### src/rtl/nqueen_pkg.sv
// Shared definitions for the N-Queens CFU and its autonomous sequencer:
// CFU function ids and the sequencer state encoding.
package nqueen_pkg;

  localparam int FID_W = 10;

  localparam logic [FID_W-1:0] FN_INIT    = 10'd0;
  localparam logic [FID_W-1:0] FN_KERNEL  = 10'd1;
  localparam logic [FID_W-1:0] FN_GET_RET = 10'd2;
  localparam logic [FID_W-1:0] FN_GET_PC  = 10'd3;

  typedef enum logic [2:0] {
    S_IDLE,
    S_INIT,
    S_KERNEL,
    S_GETRET,
    S_NEXT
  } seq_state_t;

endpackage

### src/rtl/next_col_pe.sv
// Combinational next-column finder: lowest set bit of mask strictly above
// col, or the lowest set bit overall when first is high.
module next_col_pe #(
  parameter int N_COLS = 16,
  parameter int COL_W  = 5
) (
  input  logic [N_COLS-1:0] mask,
  input  logic [COL_W-1:0]  col,
  input  logic              first,
  output logic              found,
  output logic [COL_W-1:0]  idx
);

  logic [N_COLS-1:0] cand;

  // Knock out bits at or below col, then priority-encode from the bottom.
  always_comb begin
    cand = mask;
    for (int i = 0; i < N_COLS; i++)
      if (!first && COL_W'(i) <= col) cand[i] = 1'b0;
    found = |cand;
    idx   = '0;
    for (int i = N_COLS - 1; i >= 0; i--)
      if (cand[i]) idx = COL_W'(i);
  end

endmodule

### src/rtl/nqueen_cfu_sequencer.sv
// Autonomous CFU master for the N-Queens search. For every set bit of
// col_mask it issues INIT(col), KERNEL until the CFU reports finished,
// then GET_RET, accumulating the per-column counts into total.
// Optional: NQUEEN_SEQ_PERF_EN adds perf_cycles / perf_kernels counters.
module nqueen_cfu_sequencer
  import nqueen_pkg::*;
#(
  parameter int N_COLS = 16,
  parameter int COL_W  = 5
) (
  input  logic              clk,
  input  logic              reset,
  input  logic              start,
  input  logic              abort,
  input  logic [N_COLS-1:0] col_mask,
  output logic              busy,
  output logic              done,
  output logic              aborted,
  output logic [31:0]       total,
  output logic [COL_W-1:0]  cur_col,
  output logic              cfu_cmd_valid,
  input  logic              cfu_cmd_ready,
  output logic [FID_W-1:0]  cfu_cmd_function_id,
  output logic [31:0]       cfu_cmd_inputs_0,
  output logic [31:0]       cfu_cmd_inputs_1,
  output logic [31:0]       cfu_cmd_inputs_2,
  input  logic              cfu_rsp_valid,
  output logic              cfu_rsp_ready,
  input  logic [31:0]       cfu_rsp_outputs_0
`ifdef NQUEEN_SEQ_PERF_EN
  ,
  output logic [31:0]       perf_cycles,
  output logic [31:0]       perf_kernels
`endif
);

  seq_state_t        state;
  logic [N_COLS-1:0] mask_q;
  logic [N_COLS-1:0] pe_mask;
  logic              pe_found;
  logic [COL_W-1:0]  pe_idx;
  logic              in_idle;
  logic              xfer;

  // The CFU answers in the same cycle it accepts a command, so a transfer
  // needs both handshakes together.
  assign xfer          = cfu_cmd_valid & cfu_cmd_ready & cfu_rsp_valid;
  assign cfu_rsp_ready = cfu_cmd_valid;
  assign in_idle       = (state == S_IDLE);

  // Only INIT carries an argument; fid and cur_col are registers, so the
  // command fields cannot move while a command is pending.
  assign cfu_cmd_inputs_0 = (cfu_cmd_function_id == FN_INIT) ? 32'(cur_col) : 32'd0;
  assign cfu_cmd_inputs_1 = 32'd0;
  assign cfu_cmd_inputs_2 = 32'd0;

  // In IDLE search the incoming mask from bit 0; otherwise search the
  // latched mask above the current column.
  assign pe_mask = in_idle ? col_mask : mask_q;

  next_col_pe #(.N_COLS(N_COLS), .COL_W(COL_W)) u_next_col (
    .mask  (pe_mask),
    .col   (cur_col),
    .first (in_idle),
    .found (pe_found),
    .idx   (pe_idx)
  );

  // Sequencer FSM with registered outputs; abort overrides the normal
  // transition but a transfer completing in the same cycle still lands.
  always_ff @(posedge clk or posedge reset) begin
    if (reset) begin
      state               <= S_IDLE;
      mask_q              <= '0;
      cur_col             <= '0;
      total               <= '0;
      busy                <= 1'b0;
      done                <= 1'b0;
      aborted             <= 1'b0;
      cfu_cmd_valid       <= 1'b0;
      cfu_cmd_function_id <= FN_INIT;
    end else begin
      done <= 1'b0;
      case (state)
        S_IDLE: if (start) begin
          mask_q  <= col_mask;
          total   <= '0;
          aborted <= 1'b0;
          busy    <= 1'b1;
          if (pe_found) begin
            cur_col             <= pe_idx;
            cfu_cmd_function_id <= FN_INIT;
            cfu_cmd_valid       <= 1'b1;
            state               <= S_INIT;
          end else begin
            cur_col <= '0;
            state   <= S_NEXT;
          end
        end
        S_INIT: if (xfer) begin
          cfu_cmd_function_id <= FN_KERNEL;
          state               <= S_KERNEL;
        end
        S_KERNEL: if (xfer && cfu_rsp_outputs_0 == 32'd0) begin
          cfu_cmd_function_id <= FN_GET_RET;
          state               <= S_GETRET;
        end
        S_GETRET: if (xfer) begin
          total         <= total + cfu_rsp_outputs_0;
          cfu_cmd_valid <= 1'b0;
          state         <= S_NEXT;
        end
        S_NEXT: if (pe_found) begin
          cur_col             <= pe_idx;
          cfu_cmd_function_id <= FN_INIT;
          cfu_cmd_valid       <= 1'b1;
          state               <= S_INIT;
        end else begin
          busy  <= 1'b0;
          done  <= 1'b1;
          state <= S_IDLE;
        end
        default: state <= S_IDLE;
      endcase
      if (!in_idle && abort) begin
        cfu_cmd_valid <= 1'b0;
        aborted       <= 1'b1;
        busy          <= 1'b0;
        done          <= 1'b1;
        state         <= S_IDLE;
      end
    end
  end

`ifdef NQUEEN_SEQ_PERF_EN
  // Run-scoped counters: busy cycles and completed kernel transfers.
  always_ff @(posedge clk or posedge reset) begin
    if (reset) begin
      perf_cycles  <= '0;
      perf_kernels <= '0;
    end else if (in_idle && start) begin
      perf_cycles  <= '0;
      perf_kernels <= '0;
    end else begin
      if (busy) perf_cycles <= perf_cycles + 32'd1;
      if (xfer && state == S_KERNEL) perf_kernels <= perf_kernels + 32'd1;
    end
  end
`endif

endmodule

### config.mk
export PLATFORM = sky130hd
export DESIGN_NAME = nqueen_cfu_sequencer
export DESIGN_NICKNAME = d
export VERILOG_FILES = /design/src/rtl/nqueen_pkg.sv /design/src/rtl/next_col_pe.sv /design/src/rtl/nqueen_cfu_sequencer.sv
export SDC_FILE = /design/constraint.sdc
export NUM_CORES = 1
export LEC_CHECK = 0
export CAP_MARGIN = 15
export CELL_PAD_IN_SITES_DETAIL_PLACEMENT = 1
export CELL_PAD_IN_SITES_GLOBAL_PLACEMENT = 1
export CORE_ASPECT_RATIO = 0.75
export CORE_MARGIN = 2
export CORE_UTILIZATION = 35
export CTS_CLUSTER_DIAMETER = 100
export CTS_CLUSTER_SIZE = 12
export DETAILED_ROUTE_END_ITERATION = 10
export GPL_TIMING_DRIVEN = 0
export HOLD_SLACK_MARGIN = 0.08
export PLACE_DENSITY_LB_ADDON = 0.2
export SLEW_MARGIN = 20
export SYNTH_ARGS = -nofsm -noshare
export SYNTH_HDL_FRONTEND = slang
export SYNTH_SLANG_ARGS = --single-unit
export TNS_END_PERCENT = 100
### constraint.sdc
create_clock -name clk -period 7.73 [get_ports clk]
set_input_delay 1.546 -clock clk [delete_from_list [all_inputs] [get_ports clk]]
set_output_delay 1.546 -clock clk [all_outputs]
set_load 0.02 [all_outputs]
==> summary.txt <==
post-route fraction of the period consumed by the critical path: 56.6%
count of filler cells inserted in the layout: 1809
number of clock buffers inserted by TritonCTS: 9
WP data required: 7960 ps
start point of the worst hold path: aborted$_DFFE_PP0P_
total half-perimeter wirelength after legalization and detailed placement: 13700 microns
portion of the post-synthesis area used by sequential elements: 28.3%
worst setup skew after layout: 5.72 ps
Endpoint, Worst Hold: aborted$_DFFE_PP0P_
Worst path max stage delay: 460 ps
Post-synth EDFFs: 0
diode insertion count for antenna repair: 0
normalized max-slew margin: 49.4%
clock latency on the worst-skew pair: 340 ps
Worst Tran Pin Value: 757 ps
type of the setup path with the least slack: in2reg
dominant cell by count in the synthesized netlist: buf_4
initial antenna violation count: 0
total count of hold-check failures in the final report: 0
leftover overflow at the end of global routing: 0
largest fanout on the critical path: 4
Site Rows: 38
Worst Setup End Kind: register
total length of routed wires: 17300 microns
area added between synthesis and finish: 37.0%
layout cell share with drive strength beyond 1: 18.4%
Peak supply drop: 0.116 mV
post-detailed-route count of antenna-violating nets: 0
max-capacitance violation count: 0
largest area contributor in the netlist: dfrtp_1
Min-Delay Path Depth: 2
status: finished clean
CP Data Arrival Time: 4600 ps
Reg2Reg Setup Slack: 4600 ps
# Post-CTS Setup Buffers: 0
cell-by-cell listing of the critical path: clkdlybuf4s50_1 -> ha_1 -> fa_1 -> a21o_1 -> a31oi_2 -> nor3b_2 -> nor3b_2 -> o41ai_1 -> a311oi_2 -> o21ai_1 -> xor2_1 -> a22o_1
number of clock sinks seen by CTS: 60
clock edge transition at the registers on the reported setup and hold paths: 60 ps
post-synth top area share: 28.3%
final estimated routing congestion in global placement: 0.938
via count: 5123
count of cell types in the netlist: 62
most frequently used flop master after synthesis: dfrtp_1
Post-synth ARST share: 100%
Final min period: 4370 ps
most frequent cell on the critical path: nor3b_2
Worst Reg-to-Reg Cells: 11
area of the die: 0.0162 sq mm
setup repair after global routing missed its margin: false
placed cell area: 0.00696 sq mm
# hold bufs at CTS: 0
initial core utilization: 36.3%
Synth Instances: 612
CTS H-Tree Depth: 3
number of global-route vias before repair: 5248
number of cells after detailed placement: 1012
count of input and output buffers: 99
Cell Area, Synth: 0.00531 sq mm
Layout Cell Area excl Fill: 0.00728 sq mm
total negative slack: 0 ps
post_cts resized: 0
main area contributors after synthesis: dfrtp_1, buf_4, ha_1
final layout net count: 909
total core area: 0.0146 sq mm
vias per std cell: 4.98
total number of yosys warnings: 0
Post-Syn Area per Cell: 8.68 sq um
DRC violation count after routing: 0
total leakage power: 3.61 nW
Worst Hold Slack: 502 ps
power per cell area: 292 mW/mm^2
count of TritonRoute iterations in the first routing pass: 5
class of the worst hold path: reg2reg
reg2reg start: total[0]$_DFFE_PP0P_
fin. max-slew vios: 0
Worst R2R End: total[30]$_DFFE_PP0P_
non-filler cells, final: 1028
Max Freq: 229 MHz
initial drt markers: 242
Worst path slowest cell: clkdlybuf4s50_1
Die W: 146 microns
wire length of the first global-routing pass: 28000 microns
chip height: 111 microns
top cell types by occurrence after synthesis: buf_4, dfrtp_1, nand2_1
GRT Total Usage: 21.3%
TritonCTS clock tree: yes
Critical Path Source Type: input pin
setup violation total in the final timing report: 0
pin count of the biggest net entering global routing: 47
number of top-level design ports: 202
number of register bits inferred by synthesis: 60
final routed wire length divided by cell count: 16.8 microns
Root Buffer Master: clkbuf_16
post-layout power: 2.12 mW
Max Buffers Root-to-Sink: 2
## layer usage
layer / GRT usage [%] / part of all wire, % / vias up
met1: 30.5 / 49 / 2449
li1: - / - / 2454
met4: 5.70 / 1.6 / 0
met2: 32.1 / 42 / 203
met5: 0 / 0 / -
met3: 5.06 / 7.6 / 17
## cell usage in the layout (no fill, tap or decap), types with 10 or more instances in the layout
| cell type | count |
|---|---|
| a21o_1 | 15 |
| a21oi_1 | 40 |
| a22o_1 | 28 |
| buf_4 | 102 |
| clkbuf_1 | 13 |
| clkdlybuf4s50_1 | 99 |
| conb_1 | 101 |
| dfrtp_1 | 60 |
| ha_1 | 31 |
| inv_1 | 10 |
| mux2_2 | 14 |
| nand2_1 | 41 |
| nand3_1 | 14 |
| nor2_1 | 37 |
| nor3_1 | 12 |
| nor4_1 | 10 |
| o21a_1 | 10 |
| o21ai_0 | 26 |
| xnor2_1 | 17 |
| xor2_1 | 10 |
## cell type report
cell class	count	area, sq um	share of cell area (%)
multi-input combinational	519	3290	45.2
clock buffer	11	243	3.34
timing repair buffer	100	1020	14.0
clock inverter	5	75.1	1.03
buffer	121	852	11.7
inverter	12	47.5	0.653
tap	200	250	3.44
sequential	60	1500	20.6
## worst max-delay path, delay by kind of cell
family                   cells  cell delay [ps]
AO/OA/AOI/OAI                6             1330
adder cells (fa/ha/maj)      2              670
buffers and inverters        1              460
AND/OR/NAND/NOR              2              440
XOR/XNOR                     1              150
## state kept, by name, indices dropped and copies added, names as in the netlist
name,cells
aborted,1
mask_q,15
cfu_cmd_valid,1
cfu_cmd_function_id,2
busy,1
total,32
cur_col,4
state,3
done,1
## per-stage QoR
stage                     setup WS (ps)  util, %
final                              3360     49.7
after global routing               3210     49.7
after CTS                          3400     49.7
after detailed placement           3060     47.5
after global placement             3080     47.3
after floorplan                    3930        -
## worst max path at each step
| stage | from | cells after the start | slack [ps] | endpoint |
|---|---|---|---|---|
| floorplan | cfu_rsp_outputs_0[0] | 11 | 3930 | total[30]$_DFFE_PP0P_ |
| global placement | cfu_rsp_outputs_0[0] | 12 | 3080 | total[30]$_DFFE_PP0P_ |
| detailed placement | cfu_rsp_outputs_0[0] | 12 | 3060 | total[30]$_DFFE_PP0P_ |
| CTS | cfu_rsp_outputs_0[0] | 12 | 3400 | total[30]$_DFFE_PP0P_ |
| global route | cfu_rsp_outputs_0[0] | 12 | 3210 | total[30]$_DFFE_PP0P_ |
| finish | cfu_rsp_outputs_0[0] | 12 | 3360 | total[30]$_DFFE_PP0P_ |
## power breakdown
group,switching [mW],leakage (nW),internal [mW]
clock,0.154,0.159,0.289
combinational,0.676,2.67,0.499
sequential,0.0911,0.784,0.412
## logic make-up (layout without fill, tap and decap cells)
logic type,count (synthesis),in the layout,share of synthesized area (%)
AO/OA/AOI/OAI,179,179,23.2
XOR/XNOR,27,27,4.45
adder cells (fa/ha/maj),32,32,7.68
buffers and inverters,133,249,16.9
flip-flops,60,60,28.3
multiplexers,17,17,3.75
other,1,101,0.0706
AND/OR/NAND/NOR,163,163,15.7
No activity file was read; power rests on OpenSTA's default activity.
